**config.mk**
```make
export PLATFORM = sky130hd
export DESIGN_NAME = dff_bist_checker_lfsr8
export DESIGN_NICKNAME = d
export VERILOG_FILES = /design/src/rtl/dff_bist_checker_pkg.sv /design/src/rtl/dff_bist_checker_lfsr8.sv
export SDC_FILE = /design/constraint.sdc
export NUM_CORES = 1
export LEC_CHECK = 0
export ABC_CLOCK_PERIOD_IN_PS = 1000
export BUFFER_PORTS_ARGS = -buffer_cell sky130_fd_sc_hd__buf_2
export CORE_AREA = 4 4 41 43
export DETAILED_ROUTE_END_ITERATION = 12
export DIE_AREA = 0 0 45 47
export PLACE_DENSITY = 0.52
export SYNTH_ARGS = -nofsm -noshare
export SYNTH_HDL_FRONTEND = slang
export SYNTH_SLANG_ARGS = --single-unit
export TNS_END_PERCENT = 30
```
**constraint.sdc**
```tcl
create_clock -name clk_i -period 1 [get_ports clk_i]
set_input_delay 0.2 -clock clk_i [delete_from_list [all_inputs] [get_ports clk_i]]
set_output_delay 0.2 -clock clk_i [all_outputs]
set_load 0.05 [all_outputs]
```
**src/rtl/dff_bist_checker_pkg.sv**
```systemverilog
// dff_bist_checker_pkg: shared state encoding, failure phase codes and LFSR taps
package dff_bist_checker_pkg;

    typedef enum logic [2:0] {
        ST_IDLE,
        ST_SET,
        ST_CLR,
        ST_RUN,
        ST_DRAIN,
        ST_DONE
    } state_t;

    localparam logic [1:0] PH_NONE = 2'd0;
    localparam logic [1:0] PH_SET  = 2'd1;
    localparam logic [1:0] PH_CLR  = 2'd2;
    localparam logic [1:0] PH_RUN  = 2'd3;

    // Feedback taps at bits 7,5,4,3 (x^8+x^6+x^5+x^4+1, shift left)
    localparam logic [7:0] LFSR_TAPS = 8'hB8;

    // An all-zero seed would lock the LFSR, so it is replaced by 8'h01
    function automatic logic [7:0] legal_seed(input logic [7:0] s);
        return (s == 8'h00) ? 8'h01 : s;
    endfunction

endpackage

```
**src/rtl/dff_bist_checker_lfsr8.sv**
```systemverilog
// dff_bist_checker_lfsr8: 8-bit Fibonacci LFSR with seed reload and step enable
module dff_bist_checker_lfsr8
    import dff_bist_checker_pkg::*;
#(
    parameter logic [7:0] SEED = 8'hA5
) (
    input  logic clk_i,
    input  logic rst_i,
    input  logic load_i,
    input  logic step_i,
    output logic bit_o
);

    localparam logic [7:0] INIT = legal_seed(SEED);

    logic [7:0] lfsr_q;
    logic [7:0] lfsr_d;

    // Reload wins over stepping so a new test always replays the same stream
    always_comb lfsr_d = load_i ? INIT : step_i ? {lfsr_q[6:0], ^(lfsr_q & LFSR_TAPS)} : lfsr_q;

    // LFSR state register
    always_ff @(posedge clk_i or posedge rst_i)
        if (rst_i) lfsr_q <= INIT;
        else       lfsr_q <= lfsr_d;

    assign bit_o = lfsr_q[0];

endmodule

```
==> results, run 1 <==
- Clock tree synthesis inserted a total of 3 buffers.
- The TritonCTS clock tree is built.
- After clock tree synthesis, the clock-pin slew on the worst setup and hold paths is 50 ps.
- Using the TritonRoute via totals, the vias-per-cell ratio works out to 4.32.
- The flow ran to the end, but the final reports show violations.
- The delay of the slowest cell on the worst path is 540 ps.
- The startpoint type of the worst setup path is a flip-flop.
- Across all layers, the routed design uses between 200 and 250 vias.
- From left edge to right edge, the die measures 45 µm.
- The area growth from synthesis to layout is 23.8%.
- The sum of buffers and inverters on the critical path is 1.
- The setup path with the least slack is of type flip-flop to output port.
- The via count of the first global-routing pass came to 227.
- Among all cell types in the netlist, the one instantiated most often is mux2i_1.
- Sorting the synthesized cells by area gives the leading types as dfstp_2 30%, dfrtp_1 28%, mux2i_1 20%, xnor2_1 7.5%, nor2_1 4.3%.
- The share of the cycle needed by the critical path after routing is 1.13.
- In the final routed layout, each cell accounts on average for 9.87 µm.
- The register area share after synthesis is 0.584.
- The worst hold path passes through 2 cells.
- The number of flip-flops under the largest register name is 8.
- The total overflow left after global routing is 0.
- The number of ports placed on the die boundary is 5.
- The top register by number of flip-flops is lfsr_q.
- For this run, the post-layout net count is 44.
- The share of synthesized area in the top cell type comes to 0.299.
- The synthesized design contains 0 enable-type register cells.
- The setup fix buffers added after clock tree synthesis is 0.
- The filler cell count in the final layout is around 150.
- The total die area is 0.00212 mm².
- The standard cell core area is 0.00130 mm².
- The number of DRC markers after the initial detailed-route iteration is 2.
- The later pin in the worst-skew pair is clocked with a latency of between 200 and 300 ps.
- The number of pins exceeding their max-slew limit in the final report is 0.
- Power spread over the standard cell area amounts to 1720 mW/mm².
- Grouping stages by cell kind, the critical path spends the most delay in flip-flops.
- The end of the critical path is bit_o.
- The signal on the critical path passes through buf_8.
- The worst register-to-register path begins at lfsr_q[5].
- Setup repair after global routing could not meet its margin everywhere.
- Summing all non-filler instances in the final layout gives an area of around 440 µm².
- The clock net in this run drives a total of 8 sinks.
- The total routing resource utilization after global routing is 0.0660.
- Among all flip-flop cells after synthesis, the most frequent one is dfstp_2.
- The launch point of the worst path is lfsr_q[0].
- The final period demand of the worst path is 1130 ps.
- In this run the core area contains 13 standard-cell rows.
- The largest registers in the layout are lfsr_q: 8 flops.
- The number of max-capacitance violations reported is 0.
- The dominant cell type by area after synthesis is dfstp_2.
- The largest individual stage delay along the critical path comes from the cell dfstp_2.
- The logic depth of the worst setup path including buffers is 1.
- The commonest cells after synthesis are 7 x mux2i_1, 4 x dfrtp_1, 4 x dfstp_2, 4 x nor2_1.
- The peak fanout along the critical path is 2.
- After detailed routing, the number of remaining DRC violations is 0.
- The master cell of the clock root buffer is clkbuf_4.
- The standby leakage power is about 0.21 nW.
- Summing every instance area after synthesis gives 352 µm².
- The final setup violation count is 1.
- The endpoint identified for the worst register-to-register timing path is lfsr_q[0].
- Excluding fillers, the count of instances in the completed layout stands at 53.
- The worst hold path begins at load_i.
- Final hold analysis gives a worst-case slack of 187 ps.
- Averaged over all synthesized cells, the footprint is 11.7 µm².
- Measured in cells, the most critical reg-to-reg path has a length of 3.
- In this run the deepest clock path goes through 2 buffers.
- For the final database, setup skew stands at ~3.8 ps.
- Of the cells placed in the final design, the portion with a size suffix greater than 1 is 0.316.
- The number of antenna repair diodes is 0.
- The die outline height is 47 µm.
- The initial cell density of the core is 0.270.
- The final reports fail on negative setup slack.
- After layout, the worst setup slack is -132 ps.
- The placer's final routability congestion estimate is 0.742.
- The total wirelength of the detailed-routed design is 523 µm.
- The proportion of synthesized flip-flops having asynchronous set or reset is 1.00.
- In this run, synthesis produced a sequential element count of 8.
- The deepest level of the CTS H-tree is 1.
- During synthesis, Yosys emitted a total of 0 warnings.
- STA puts the critical path data required time at 800 ps.
- The antenna violation net count after detailed routing is 0.
- The cell area after placement is 393 µm².
- The total of buffers placed on input and output ports is 4.
- The classification of the worst-slack hold path is input port to flip-flop.
- The count of endpoints failing hold in the final timing report was 0.
- The placed instance count is 49.
- Synthesis produced a netlist with a net count of 34.
- Static timing analysis puts the maximum clock frequency at slightly below 900 MHz.
- The first global-routing pass estimated 938 µm of wire.
- IR analysis of the VDD net gives a maximum drop of 0.722 mV.
- The number of distinct library cells after synthesis is 10.
- The register-to-register path setup slack is 20 ps.
- The worst setup path is captured at an output port.
- The number of cells produced by synthesis is 30.
- Measured against its own limit, the worst slew margin works out to 0.804.
- The number of antenna violations at the first check in global routing came to 0.
- At the pin with the least slew margin, the transition time is 293 ps.
- Entering global routing, the biggest net connects 10 pins.
- The setup total negative slack is -132 ps.
- The arrival time reported for the critical path endpoint is 930 ps.
- The detailed-routing iteration count for the pre-antenna-repair pass is 2.
==> stage by stage <==
stage               utilization  power, mW  worst slack, ps
floorplan                     -      0.476             20.5
global placement          0.302      0.506             15.5
detailed placement        0.302      0.509             2.11
CTS                       0.335      0.773             -149
global route              0.335      0.800             -162
finish                    0.335      0.751             -132
==> routing by layer <==
layer | wire length [µm] | track usage | vias up
met3 | 49 | 0.0421 | 0
met4 | 0 | 0.0526 | 0
met2 | 247 | 0.0960 | 5
met5 | 0 | 0 | -
li1 | - | - | 116
met1 | 225 | 0.0673 | 108
==> area by class of cell <==
type                            instances  area [µm²]  area share
Clock buffer                            3        22.5      0.0517
Multi-Input combinational cell         19         134       0.307
Tap cell                               15        18.8      0.0431
Inverter                                2        7.51      0.0172
Timing Repair Buffer                    6        47.5       0.109
Sequential cell                         8         205       0.471
==> cells by family after synthesis <==
group,count (synthesis),share of synthesized area
flip-flops,8,0.584
AND/OR/NAND/NOR,8,0.0889
multiplexers,7,0.199
XOR/XNOR,3,0.0747
buffers and inverters,3,0.0356
AO/OA/AOI/OAI,1,0.0178
==> cell usage in the layout (no fill, tap or decap) <==
cell type and count:
a31oi_1 1, buf_2 3, buf_4 1, buf_8 1, clkbuf_4 3, dfrtp_1 4
dfstp_2 4, dlygate4sd3_1 1, inv_1 2, mux2i_1 7, nand2_1 3, nor2_1 4
nor3_1 1, xnor2_1 3
==> how the worst min path moves through the flow <==
stage,endpoint,slack [ps]
finish,lfsr_q[3],190
global route,lfsr_q[1],190
CTS,lfsr_q[3],170
detailed placement,lfsr_q[6],150
global placement,lfsr_q[6],150
floorplan,lfsr_q[1],10
==> repair_timing <==
action | in CTS | in global routing
gates resized for setup | 3 | 0
hold endpoints to repair | 4 | 0
hold buffers | 1 | 0
gates cloned | 0 | 0
pin swaps | 1 | 0
endpoints found under the setup margin | 2 | 2
==> power breakdown <==
| part | total, mW | internal, mW | switching (mW) |
|---|---|---|---|
| Sequential | 0.385 | 0.364 | 0.0206 |
| Clock | 0.233 | 0.136 | 0.0968 |
| Combinational | 0.132 | 0.0664 | 0.0661 |
No activity file was read; power rests on OpenSTA's default activity.
==> run 2: changes to the inputs <==
==> constraint.sdc (replaced) <==
create_clock -name clk_i -period 1 [get_ports clk_i]
set_input_delay 0.1 -clock clk_i [delete_from_list [all_inputs] [get_ports clk_i]]
set_output_delay 0.1 -clock clk_i [all_outputs]
set_load 0.05 [all_outputs]
==> run 2 against run 1 <==
The flow still finishes with violations (negative setup slack). Highest routed layer is now met4. Clock power rose by 14%. Global-route usage increased by 0.75 points. Non-clock buffer count grew 1. Clock skew fell by 1.7 ps. Critical path type unchanged. Critical endpoint unchanged. Largest power group unchanged. Combinational power is 9% higher. Via count up 2.6%.
==> results, run 2 (same netlist as run 1, synthesis figures left out) <==
- In the layout the commonest cells are 7 x mux2i_1, 4 x nor2_1, 4 x dfstp_2, 4 x dfrtp_1.
- The number of pins exceeding their max-slew limit in the final report is 0 (unchanged).
- The critical path class is flip-flop to output port.
- The proportion of power drawn by the clock network was 0.335 (+0.024).
- The relative contribution of combinational cells to total power is 0.181 (+0.005).
- The net switching power is 205 µW (+11%).
- The standby leakage power is 0.222 nW (+5.5%).
- The number of nets in the finished design was 45 (+2.3%).
- The sequential group share of total power is 0.485 (-0.028).
- The die outline height came to 47 µm (unchanged).
- The number of flip-flops under the largest register name is 8 (unchanged).
- The worst slack on hold paths is 79.1 ps (-108 ps).
- The largest net degree at the start of global routing is 10 (unchanged).
- The largest vdd supply drop is 0.725 mV (+0.31%).
- The cell class contributing the biggest share of worst-path delay is flip-flops.
- The detailed-routing iteration count for the pre-antenna-repair pass was 2 (unchanged).
- The clock sink total is 8 (unchanged).
- The run finished, with violations left.
- The total routing resource utilization after global routing was 0.0735 (+0.00745).
- The total overflow reported by the global router was 0 (unchanged).
- The final setup violation count is 1 (unchanged).
- The average via count per standard cell was 4.27 (-1.1%).
- The via count of the first global-routing pass is 235 (+3.5%).
- The final worst setup slack is -38.0 ps (+93.6 ps).
- The width of the die is 45 µm (unchanged).
- The final worst clock skew was 2.10 ps (-1.66 ps).
- lfsr_q holds more flip-flops than any other register.
- The actual slew at the worst max-slew pin is 294 ps (+1.04 ps).
- The number of max-capacitance violations reported was 0 (unchanged).
- The power density over cell area is 1750 mW/mm² (+1.6%).
- TritonCTS built the clock tree.
- The sum of buffers and inverters on the critical path was 1 (unchanged).
- The required time of the critical path was 900 ps (+100 ps).
- The tree is rooted in a clkbuf_4.
- The count of endpoints failing hold in the final timing report is 0 (unchanged).
- The row count is 13 (unchanged).
- The first-pass GRT wire length is 1010 µm (+7.4%).
- The peak fanout along the critical path is 2 (unchanged).
- The worst setup path is captured at an output port.
- The number of ports placed on the die boundary is 5 (unchanged).
- The classification of the worst-slack hold path is input port to flip-flop.
- The number of antenna repair diodes is 0 (unchanged).
- The total of buffers placed on input and output ports is 4 (unchanged).
- The area growth from synthesis to layout is 29.2%.
- The insertion delay to the later sink of the worst-skew pair is 250 ps (about the same).
- The normalized max-slew margin is 0.804 (about the same).
- The checks that failed: negative setup slack.
- The arrival time reported for the critical path endpoint was 940 ps (about the same).
- The antenna violation net count after detailed routing came to 0 (unchanged).
- The switching part of the total is 0.257 (+0.0127).
- The deepest level of the CTS H-tree is 1 (unchanged).
- The clock slew seen by the registers of the worst setup and hold paths is 60 ps (about the same).
- The most common cell after layout, fill and taps aside is mux2i_1.
- The total die area is 0.00212 mm² (unchanged).
- The largest registers in the layout are lfsr_q: 8 flops.
- The fraction of final layout cells sized beyond drive strength 1 is 0.350 (+0.0342).
- The standard cell core area is 0.00130 mm² (unchanged).
- The delay of the slowest cell on the worst path is 540 ps (about the same).
- The internal cell power came to 591 µW (+4.2%).
- The maximum clock rate is 963 MHz (+9.0%).
- The number of DRC markers after the initial detailed-route iteration is 4 (+2).
- The final period demand of the worst path is 1040 ps (-93.6 ps).
- The number of vias after detailed routing is 235 (+2.6%).
- The number of antenna violations at the first check in global routing came to 0 (unchanged).
- The cell with the largest stage delay on the worst path is dfstp_2.
- The placer's final routability congestion estimate is 0.724 (-2.4%).
- The setup slack at placement came to -6.04 ps (-8.15 ps).
- The CTS buffer count is 3 (unchanged).
- The wire length per cell after detailed routing is 10.2 µm (+3.5%).
- The total wirelength of the detailed-routed design was 562 µm (+7.5%).
- Setup repair after global routing could not meet its margin everywhere.
- The critical path goes through buf_8.
- The maximum buffer depth of the clock tree is 2 (unchanged).
- STA classifies the critical path startpoint as a flip-flop.
- The share of the cycle needed by the critical path after routing is 1.04 (-0.0936).
- The initial cell density of the core is 0.270 (unchanged).
- The post-route DRC violation count came to 0 (unchanged).
-- run 2: path summary, 6_finish.rpt --
| path | from | end | cells past startpoint | slack, ps |
|---|---|---|---|---|
| setup / recovery | lfsr_q[0] | bit_o | 1 | -40 |
| hold / removal | load_i | lfsr_q[4] | 2 | 80 |
| setup reg to reg | lfsr_q[5] | lfsr_q[0] | 3 | 20 |
| hold reg to reg | lfsr_q[6] | lfsr_q[7] | 2 | 510 |
| max in group asynchronous | rst_i | lfsr_q[5] | 3 | 400 |
| min in group asynchronous | rst_i | lfsr_q[4] | 3 | 320 |
-- run 2: layout make-up --
type                    instances  area, µm²
fillers                       145        847
well taps                      15       18.8
multi-input cells              19        141
clock buffers                   4       26.3
inverters                       2       7.51
repair buffers                  7       55.1
flip-flops and latches          8        205
-- run 2: what timing repair did --
item | 4_1_cts | 5_1_grt
setup endpoints to repair | 2 | 2
hold buffers | 1 | 0
hold endpoints to repair | 4 | 0
resized for setup | 4 | 0
setup buffers | 1 | 0
pin swaps | 1 | 0
-- run 2: through the flow --
stage	instance area [µm²]	power, mW	cells	setup TNS, ps	utilization
3_5_place_dp	393	0.506	49	-6.04	0.302
3_3_place_gp	393	0.503	49	0	0.302
6_report	454	0.796	55	-38.0	0.349
2_1_floorplan	352	0.476	30	0	-
4_1_cts	454	0.810	55	-47.2	0.349
5_1_grt	454	0.839	55	-77.1	0.349
-- run 2: power by group through the flow --
stage               Combinational (mW)  Clock, mW  Sequential [mW]
global route                     0.156      0.294            0.389
floorplan                       0.0714          0            0.405
finish                           0.144      0.266            0.386
CTS                              0.146      0.278            0.386
global placement                 0.116          0            0.386
detailed placement               0.118          0            0.388
-- run 2: routing by layer --
metal  vias to the layer above  GRT usage  share of wire
met2                         8     0.0847           0.41
met1                       105     0.0869           0.46
li1                        118          -              -
met5                         -          0              0
met4                         0      0.105          0.048
met3                         4     0.0268          0.078
-- run 2: worst reg2reg max path, stage by stage, from the launching register on --
cell     delay (ps)
dfstp_2         550
xnor2_2         130
xnor2_1         130
a31oi_1          90
